===== config.mk =====
export PLATFORM = sky130hd
export DESIGN_NAME = hash_text_overlay
export DESIGN_NICKNAME = d
export VERILOG_FILES = /design/src/rtl/hash_text_overlay.sv
export SDC_FILE = /design/constraint.sdc
export NUM_CORES = 1
export LEC_CHECK = 0
export ABC_AREA = 1
export CORE_MARGIN = 1
export CORE_UTILIZATION = 54
export DETAILED_ROUTE_END_ITERATION = 12
export HOLD_SLACK_MARGIN = 0.05
export PLACE_DENSITY = 0.78
export REMOVE_ABC_BUFFERS = 1
export SYNTH_ARGS = -nofsm -noshare
export SYNTH_HDL_FRONTEND = slang
export SYNTH_SLANG_ARGS = --single-unit

===== constraint.sdc =====
create_clock -name pixel_clk -period 5.7 [get_ports pixel_clk]
set_input_delay 1.14 -clock pixel_clk [delete_from_list [all_inputs] [get_ports pixel_clk]]
set_output_delay 1.14 -clock pixel_clk [all_outputs]
set_load 0.005 [all_outputs]

===== src/rtl/hash_text_overlay.sv =====
// hash_text_overlay: draws a 256-bit hash as 64 hex glyphs (MSB nibble first) on a band,
// 3-cycle pixel pipeline, frame-synchronised hash update. OVERLAY_BORDER_EN adds a yellow frame.
//
// Pending-buffer FSM
//   state    | meaning
//   ST_EMPTY | no hash waiting; hash_ready high
//   ST_FULL  | hash held in pending buffer until the line-480 commit point
module hash_text_overlay #(
  parameter int         ORIGIN_X = 64,
  parameter int         ORIGIN_Y = 200,
  parameter logic [2:0] FG_RGB   = 3'b010,
  parameter logic [2:0] BG_RGB   = 3'b001
) (
  input  logic         pixel_clk,
  input  logic         reset_n,
  input  logic [9:0]   counter_x,
  input  logic [8:0]   counter_y,
  input  logic         in_display_area,
  input  logic         vga_h_sync_in,
  input  logic         vga_v_sync_in,
  input  logic [255:0] hash_in,
  input  logic         hash_valid,
  output logic         hash_ready,
  output logic         vga_r,
  output logic         vga_g,
  output logic         vga_b,
  output logic         vga_h_sync,
  output logic         vga_v_sync
);

  localparam logic [9:0] X_LO = 10'(ORIGIN_X);
  localparam logic [9:0] X_HI = 10'(ORIGIN_X + 511);
  localparam logic [8:0] Y_LO = 9'(ORIGIN_Y);
  localparam logic [8:0] Y_HI = 9'(ORIGIN_Y + 7);

  typedef enum logic {ST_EMPTY = 1'b0, ST_FULL = 1'b1} pend_state_t;

  pend_state_t    r_state;
  pend_state_t    w_state_nxt;
  logic [255:0]   r_pend_buf;
  logic [255:0]   r_disp_buf;
  logic           w_commit_pt;
  logic           w_xfer;
  logic           w_load;

  logic           w_in_band;
  logic [8:0]     w_dx;
  logic [2:0]     w_dy;
  logic           r_s1_band;
  logic           r_s1_de;
  logic [5:0]     r_s1_char;
  logic [2:0]     r_s1_col;
  logic [2:0]     r_s1_row;

  logic [3:0]     w_nibble;
  logic [7:0]     r_s2_glyph;
  logic [2:0]     r_s2_col;
  logic           r_s2_band;
  logic           r_s2_de;

  logic [2:0]     w_rgb_nxt;
  logic [2:0]     r_rgb;
  logic [2:0]     r_hs_d;
  logic [2:0]     r_vs_d;

  // Rows top to bottom in one 64-bit word; bit 7 of each row is the leftmost pixel.
  function automatic logic [7:0] font_rom(input logic [6:0] addr);
    logic [63:0] g;
    case (addr[6:3])
      4'h0: g = 64'h3C666E7666663C00;
      4'h1: g = 64'h1838181818187E00;
      4'h2: g = 64'h3C66060C18307E00;
      4'h3: g = 64'h3C66061C06663C00;
      4'h4: g = 64'h0C1C2C4C7E0C0C00;
      4'h5: g = 64'h7E607C0606663C00;
      4'h6: g = 64'h3C607C6666663C00;
      4'h7: g = 64'h7E060C1830303000;
      4'h8: g = 64'h3C66663C66663C00;
      4'h9: g = 64'h3C66663E060C3800;
      4'hA: g = 64'h183C66667E666600;
      4'hB: g = 64'h7C66667C66667C00;
      4'hC: g = 64'h3C66606060663C00;
      4'hD: g = 64'h786C6666666C7800;
      4'hE: g = 64'h7E60607C60607E00;
      default: g = 64'h7E60607C60606000;
    endcase
    return g[{~addr[2:0], 3'b000} +: 8];
  endfunction

  assign w_commit_pt = (counter_y == 9'd480) && (counter_x == 10'd0);
  assign w_xfer      = hash_valid && hash_ready;
  assign w_load      = (r_state == ST_FULL) && w_commit_pt;

  always_ff @(posedge pixel_clk) begin
    if (!reset_n) r_state <= ST_EMPTY;
    else          r_state <= w_state_nxt;
  end

  always_comb begin
    w_state_nxt = r_state;
    case (r_state)
      ST_EMPTY: if (w_xfer)      w_state_nxt = ST_FULL;
      ST_FULL:  if (w_commit_pt) w_state_nxt = ST_EMPTY;
      default:                   w_state_nxt = ST_EMPTY;
    endcase
  end

  always_comb begin
    hash_ready = (r_state == ST_EMPTY);
  end

  always_ff @(posedge pixel_clk) begin
    if (!reset_n) begin
      r_pend_buf <= '0;
      r_disp_buf <= '0;
    end else begin
      if (w_xfer) r_pend_buf <= hash_in;
      if (w_load) r_disp_buf <= r_pend_buf;
    end
  end

  // Only the low bits of the offsets matter once the pixel is known to be in the band.
  assign w_in_band = in_display_area && (counter_x >= X_LO) && (counter_x <= X_HI) &&
                     (counter_y >= Y_LO) && (counter_y <= Y_HI);
  assign w_dx      = counter_x[8:0] - X_LO[8:0];
  assign w_dy      = counter_y[2:0] - Y_LO[2:0];

  always_ff @(posedge pixel_clk) begin
    if (!reset_n) begin
      r_s1_band <= 1'b0;
      r_s1_de   <= 1'b0;
      r_s1_char <= '0;
      r_s1_col  <= '0;
      r_s1_row  <= '0;
    end else begin
      r_s1_band <= w_in_band;
      r_s1_de   <= in_display_area;
      r_s1_char <= w_dx[8:3];
      r_s1_col  <= w_dx[2:0];
      r_s1_row  <= w_dy;
    end
  end

  // Char 0 is the most significant nibble: bit offset 4*(63-char).
  assign w_nibble = r_disp_buf[{~r_s1_char, 2'b00} +: 4];

  always_ff @(posedge pixel_clk) begin
    if (!reset_n) begin
      r_s2_glyph <= '0;
      r_s2_col   <= '0;
      r_s2_band  <= 1'b0;
      r_s2_de    <= 1'b0;
    end else begin
      r_s2_glyph <= font_rom({w_nibble, r_s1_row});
      r_s2_col   <= r_s1_col;
      r_s2_band  <= r_s1_band;
      r_s2_de    <= r_s1_de;
    end
  end

`ifdef OVERLAY_BORDER_EN
  localparam logic [9:0] BX_L = 10'(ORIGIN_X - 1);
  localparam logic [9:0] BX_R = 10'(ORIGIN_X + 512);
  localparam logic [8:0] BY_T = 9'(ORIGIN_Y - 1);
  localparam logic [8:0] BY_B = 9'(ORIGIN_Y + 8);

  logic w_border;
  logic r_s1_border;
  logic r_s2_border;

  assign w_border = in_display_area &&
    ((((counter_x == BX_L) || (counter_x == BX_R)) && (counter_y >= BY_T) && (counter_y <= BY_B)) ||
     (((counter_y == BY_T) || (counter_y == BY_B)) && (counter_x >= BX_L) && (counter_x <= BX_R)));

  always_ff @(posedge pixel_clk) begin
    if (!reset_n) begin
      r_s1_border <= 1'b0;
      r_s2_border <= 1'b0;
    end else begin
      r_s1_border <= w_border;
      r_s2_border <= r_s1_border;
    end
  end
`endif

  always_comb begin
    w_rgb_nxt = 3'b000;
    if (r_s2_de) begin
      if (r_s2_band) w_rgb_nxt = r_s2_glyph[~r_s2_col] ? FG_RGB : BG_RGB;
`ifdef OVERLAY_BORDER_EN
      else if (r_s2_border) w_rgb_nxt = 3'b110;
`endif
    end
  end

  always_ff @(posedge pixel_clk) begin
    if (!reset_n) begin
      r_rgb  <= 3'b000;
      r_hs_d <= 3'b111;
      r_vs_d <= 3'b111;
    end else begin
      r_rgb  <= w_rgb_nxt;
      r_hs_d <= {r_hs_d[1:0], vga_h_sync_in};
      r_vs_d <= {r_vs_d[1:0], vga_v_sync_in};
    end
  end

  assign {vga_r, vga_g, vga_b} = r_rgb;
  assign vga_h_sync = r_hs_d[2];
  assign vga_v_sync = r_vs_d[2];

endmodule


==> impl_metrics.env, run 1 <==
export IMPL_ys_types=32
export IMPL_rr_worst_depth=19
export IMPL_crit_arrival_ns=4.77
export IMPL_ir_drop_uv=261.2
export IMPL_post_dp_hpwl_um=35430
export IMPL_clock_sinks=546
export IMPL_drv_cap=0
export IMPL_grt_usage_pct=26.86
export IMPL_holdPathStages=2
export IMPL_relSlewSlack_pct=20.25
export IMPL_place_gp_congestion=0.8237
export IMPL_initial_core_util_pct=54.79
export IMPL_syn_avg_cell_area_um2=7.525
export IMPL_htreeDepth=2
export IMPL_cpLargestDelayFamily="buffers and inverters"
export IMPL_min_from="r_s1_de$_SDFF_PN0_"
export IMPL_layout_common_cells="dfxtp_1, a21oi_1, o21ai_0"
export IMPL_hold_viol_final=0
export IMPL_vias_per_cell=5.466
export IMPL_crit_start="r_s1_char[0]$_SDFF_PN0_"
export IMPL_layout_cells_most_common="dfxtp_1"
export IMPL_drive_above_1_share_pct=4.182
export IMPL_core_um2=39730
export IMPL_route_detailed_drc=0
export IMPL_drtAntennaViolNets=0
export IMPL_portBuffers=285
export IMPL_synthMuxAreaShare_pct=0
export IMPL_status="complete, no violations"
export IMPL_core_rowCount=73
export IMPL_first_pass_iters=6
export IMPL_vias=19601
export IMPL_cts_tree="yes"
export IMPL_die_x_um=202.8
export IMPL_finalPower_uw=8400
export IMPL_die_area_um2=41120
export IMPL_finalCritPeriodShare_pct=75.27
export IMPL_p_per_area_nw_per_um2=320.2
export IMPL_antenna_found_initial=0
export IMPL_worstMarginPinSlew_ns=1.196
export IMPL_cts_resized=0
export IMPL_cts_clk_slew_worst_paths_ns=0.06
export IMPL_syn_area_um2=21770
export IMPL_worstPathRequired_ns=6.17
export IMPL_crit_buf_inv=4
export IMPL_clk_path_buf_depth=3
export IMPL_synth_top_family_by_area="compound AO/OA/AOI/OAI gates"
export IMPL_ys_seq_elements=546
export IMPL_slowest_delay_ns=0.85
export IMPL_crit_cells=19
export IMPL_grt_pass1_wl_um=90890
export IMPL_insertion_delay_ns=0.61
export IMPL_synth_seq_area_share_pct=50.21
export IMPL_cts_root_buf="clkbuf_16"
export IMPL_ys_warn_count=0
export IMPL_slew_violations=0
export IMPL_start_kind="flip-flop"
export IMPL_wl_per_cell_um=15.73
export IMPL_crit_chain="inv_4 -> buf_4 -> nand2_1 -> nand3_1 -> nand3_1 -> nand2_1 -> nand2_1 -> nand3_1 -> nand3_1 -> nand2_1 -> inv_1 -> ha_1 -> inv_1 -> nand2_1 -> o21ai_0 -> a21oi_1 -> nand2_1 -> a21oi_1 -> nor2_1"
export IMPL_fin_hold_ws_ns=0.4114
export IMPL_rsz0062_at_grt="false"
export IMPL_place_ws_ns=1.473
export IMPL_cellLeakagePower_uw=0.01036
export IMPL_fin_crit_ns=4.290
export IMPL_postSynthCellCount=2893
export IMPL_layout_nets=3310
export IMPL_holdBufCountCts=0
export IMPL_synthXorXnorAreaFrac_pct=0
export IMPL_worstSetupPathType="reg -> reg"
export IMPL_grt_overflow=0
export IMPL_syn_to_final_growth_pct=20.49
export IMPL_max_freq_mhz=233.1
export IMPL_crit_slowest_cell="inv_4"
export IMPL_ios=287
export IMPL_worstPathMaxFanout=92
export IMPL_drt_iter0_drc=1748
export IMPL_hp_class="reg -> reg"
export IMPL_synth_compound_area_share_pct=24.33
export IMPL_die_y_um=202.8
export IMPL_numCtsBuffers=52
export IMPL_grt_pass1_vias=18403
export IMPL_grt_max_degree=251
export IMPL_antenna_cells=0
export IMPL_crit_top_cell="nand2_1"
export IMPL_finClkSkew_ns=0.03099
export IMPL_wl_um=56410
export IMPL_r2r_start="r_s1_char[0]$_SDFF_PN0_"
export IMPL_setup_ws_ns=1.410
export IMPL_synth_adder_area_share_pct=0.5747
export IMPL_setup_viol=0
export IMPL_synth_simple_area_share_pct=14.59
export IMPL_postCtsSetupRepairBufs=0
export IMPL_cp_end_kind="flip-flop"
export IMPL_rrSetupSlack_ns=1.41
-- layer usage --
layer | track usage (%) | vias to the layer above | wire length [µm]
met4 | 8.915 | 0 | 1430
met5 | 0 | - | 0
li1 | - | 9840 | -
met3 | 3.323 | 95 | 3298
met1 | 35.75 | 9072 | 24990
met2 | 45.11 | 594 | 26690
-- where the power goes --
| group | leakage, µW | internal, µW | switching, µW |
|---|---|---|---|
| Sequential | 0.00447 | 3970 | 53.4 |
| Combinational | 0.00505 | 367 | 546 |
| Clock | 0.000849 | 2010 | 1450 |
| Total | 0.0104 | 6350 | 2050 |
-- cell usage after synthesis (all sizes together) --
master,count,share of area (%)
nand3,273,6.3
or2,6,0.17
clkbuf,167,2.9
o21ai,523,12
o21a,1,0.034
a211oi,1,0.034
nor2,30,0.56
nand2,416,7.2
nor4b,1,0.040
dfxtp,546,50
ha,10,0.57
buf,70,2.1
nor4,3,0.16
a21oi,526,12
nand3b,1,0.034
a31oi,1,0.029
o211ai,1,0.034
conb,1,0.017
nand4,4,0.11
o311ai,2,0.080
inv,309,5.3
clkinv,1,0.017
-- worst register-to-register path: stages, from the launching register on --
cell and delay (ns):
dfxtp_4 0.55, inv_4 0.87, buf_4 0.51, nand2_1 0.10, nand3_1 0.09, nand3_1 0.09, nand2_1 0.12, nand2_1 0.06
nand3_1 0.13, nand3_1 0.10, nand2_1 0.26, inv_1 0.16, ha_1 0.36, inv_1 0.08, nand2_1 0.12, o21ai_0 0.11
a21oi_1 0.16, nand2_1 0.07, a21oi_1 0.15, nor2_1 0.06
-- logic make-up (layout without fill, tap and decap cells) --
group	Yosys count	in the layout
AND/OR/NAND/NOR	734	734
flip-flops	546	546
AO/OA/AOI/OAI	1055	1055
other	1	1
adder cells (fa/ha/maj)	10	10
buffers and inverters	547	715
-- final timing paths --
check / to
max: r_s2_glyph[3]$_SDFF_PN0_
min: r_s2_de$_SDFF_PN0_
max reg2reg: r_s2_glyph[3]$_SDFF_PN0_
min reg2reg: r_s2_de$_SDFF_PN0_
-- per-stage QoR --
stage               cell area (µm²)  std cells  utilization, %  setup TNS (ns)
global placement              24510       3490           61.69               0
finish                        26230       3586           66.02               0
global route                  26230       3586           66.02               0
detailed placement            24510       3490           61.69               0
CTS                           26230       3586           66.02               0
floorplan                     20690       2656               -        -2437.57
-- cell type report --
cell class	count	area, µm²
fillers	3267	13500
flip-flops and latches	546	10940
multi-input cells	1800	8608
repair buffers	309	3138
clock buffers	80	1549
inverters	310	1167
well taps	525	656.9
clock inverters	16	172.7
-- state kept, by name, summed over array words and instances, names as in the netlist --
register    cells
r_disp_buf    256
r_pend_buf    256
r_s1_char       6
r_s2_glyph      6
r_hs_d          3
r_s1_col        3
r_s1_row        3
r_s2_col        3
r_vs_d          3
r_rgb           2
r_s1_band       1
r_s1_de         1
r_s2_band       1
r_s2_de         1
r_state         1
(Power assumes the default switching activity.)
==> inputs of run 2 (changes only) <==
==> constraint.sdc (replaced) <==
create_clock -name pixel_clk -period 4.05 [get_ports pixel_clk]
set_input_delay 0.81 -clock pixel_clk [delete_from_list [all_inputs] [get_ports pixel_clk]]
set_output_delay 0.81 -clock pixel_clk [all_outputs]
set_load 0.005 [all_outputs]
==> impl_metrics.env, run 2 (synthesis gave the netlist of run 1 again) <==
export IMPL_status="complete, no violations"
export IMPL_vias_per_cell=5.450
export IMPL_worstSetupPathType="reg -> reg"
export IMPL_ios=287
export IMPL_place_gp_congestion=0.8730
export IMPL_antenna_found_initial=0
export IMPL_die_area_um2=41120
export IMPL_finalSetupTns_ns=0
export IMPL_holdBufCountCts=0
export IMPL_die_x_um=202.8
export IMPL_placed_cell_area_um2=24700
export IMPL_p_per_area_nw_per_um2=447.3
export IMPL_cts_clk_slew_worst_paths_ns=0.06
export IMPL_nFillCells=3325
export IMPL_drv_cap=0
export IMPL_finClkSkew_ns=0.01999
export IMPL_worstPathRequired_ns=4.53
export IMPL_grt_pass1_wl_um=91250
export IMPL_antenna_cells=0
export IMPL_vias=19602
export IMPL_portBuffers=285
export IMPL_slowest_delay_ns=0.43
export IMPL_cpLargestDelayFamily="simple AND/OR/NAND/NOR gates"
export IMPL_relSlewSlack_pct=38.58
export IMPL_clk_path_buf_depth=3
export IMPL_rrSetupSlack_ns=0.58
export IMPL_postCtsSetupRepairBufs=0
export IMPL_crit_buf_inv=4
export IMPL_post_dp_hpwl_um=36750
export IMPL_ff_latch_area_um2=10940
export IMPL_grt_overflow=0
export IMPL_core_rowCount=73
export IMPL_finalPower_uw=11810
export IMPL_wl_per_cell_um=15.86
export IMPL_drtAntennaViolNets=0
export IMPL_start_kind="flip-flop"
export IMPL_grt_max_degree=184
export IMPL_drive_above_1_share_pct=4.753
export IMPL_crit_arrival_ns=3.95
export IMPL_route_detailed_drc=0
export IMPL_crit_chain="inv_4 -> buf_12 -> nand2_1 -> nand3_1 -> nand3_1 -> nand2_1 -> nand2_1 -> nand3_1 -> nand3_1 -> nand2_1 -> inv_1 -> ha_1 -> inv_1 -> nand2_1 -> nand3_1 -> nand2_1 -> o21ai_1 -> nand2_1 -> nand2_1 -> nor2_1"
export IMPL_cellLeakagePower_uw=0.01046
export IMPL_finalCritPeriodShare_pct=85.57
export IMPL_cts_resized=0
export IMPL_max_freq_mhz=288.5
export IMPL_layout_common_cells="dfxtp_1, a21oi_1, o21ai_0"
export IMPL_numCtsBuffers=53
export IMPL_cts_root_buf="clkbuf_16"
export IMPL_worstMarginPinSlew_ns=0.9213
export IMPL_crit_top_cell="nand2_1"
export IMPL_rsz0062_at_grt="false"
export IMPL_syn_to_final_growth_pct=21.26
export IMPL_insertion_delay_ns=0.60
export IMPL_initial_core_util_pct=54.79
export IMPL_fin_crit_ns=3.466
export IMPL_multi_input_area_um2=8608
export IMPL_clock_sinks=546
export IMPL_grt_usage_pct=27.14
export IMPL_hold_viol_final=0
export IMPL_htreeDepth=2
export IMPL_core_um2=39730
export IMPL_cts_tree="yes"
export IMPL_fin_hold_ws_ns=0.4133
export IMPL_final_util_pct=66.44
export IMPL_ir_drop_uv=359.0
export IMPL_setup_viol=0
export IMPL_layout_nets=3326
export IMPL_die_y_um=202.8
export IMPL_layout_cells_most_common="dfxtp_1"
export IMPL_crit_slowest_cell="dfxtp_4"
export IMPL_slew_violations=0
export IMPL_grt_pass1_vias=18372
export IMPL_cp_end_kind="flip-flop"
export IMPL_drt_iter0_drc=1583
export IMPL_stdcell_area_um2=26400
export IMPL_wl_um=57060
export IMPL_first_pass_iters=8
export IMPL_hp_class="reg -> reg"
export IMPL_reg_top3="r_disp_buf (256), r_pend_buf (256)"
export IMPL_worstPathMaxFanout=48
run 2: report_power, final:
group / switching (µW) / internal [µW]
Clock: 2040 / 2780
Sequential: 71.2 / 5590
Combinational: 784 / 537
run 2: per-layer routing:
metal | up-vias | global-route usage [%] | share of wire (%)
li1 | 9855 | - | -
met1 | 9026 | 35.93 | 45
met2 | 629 | 45.66 | 47
met3 | 92 | 3.274 | 5.5
met4 | 0 | 9.533 | 2.5
met5 | - | 0 | 0
run 2: final timing paths:
check / from / endpoint / depth (start not counted)
setup reg to reg: r_s1_char[0]$_SDFF_PN0_ / r_s2_glyph[6]$_SDFF_PN0_ / 20
setup / recovery: r_s1_char[0]$_SDFF_PN0_ / r_s2_glyph[6]$_SDFF_PN0_ / 20
hold reg to reg: r_s1_col[2]$_SDFF_PN0_ / r_s2_col[2]$_SDFF_PN0_ / 2
hold / removal: r_s1_col[2]$_SDFF_PN0_ / r_s2_col[2]$_SDFF_PN0_ / 2
run 2: worst register-to-register path, cell delays in order, from the launching register on:
cell and delay [ns]:
dfxtp_4 0.43, inv_4 0.33, buf_12 0.29, nand2_1 0.12, nand3_1 0.08, nand3_1 0.08, nand2_1 0.12, nand2_1 0.06
nand3_1 0.08, nand3_1 0.14, nand2_1 0.30, inv_1 0.16, ha_1 0.38, inv_1 0.15, nand2_1 0.11, nand3_1 0.17
nand2_1 0.07, o21ai_1 0.12, nand2_1 0.07, nand2_1 0.05, nor2_1 0.04
run 2: metrics by stage:
step                worst slack [ns]  std cells
finish                        0.5843       3597
global route                  0.2759       3597
CTS                           0.5841       3597
detailed placement            0.6158       3505
global placement              0.6051       3505
floorplan                     -7.889       2656
run 2: cell type report:
type | count | share of cell area [%]
inverter | 310 | 4.422
clock inverter | 18 | 0.5830
timing repair buffer | 324 | 12.60
tap | 525 | 2.488
multi-input combinational | 1800 | 32.61
sequential | 546 | 41.44
clock buffer | 74 | 5.863
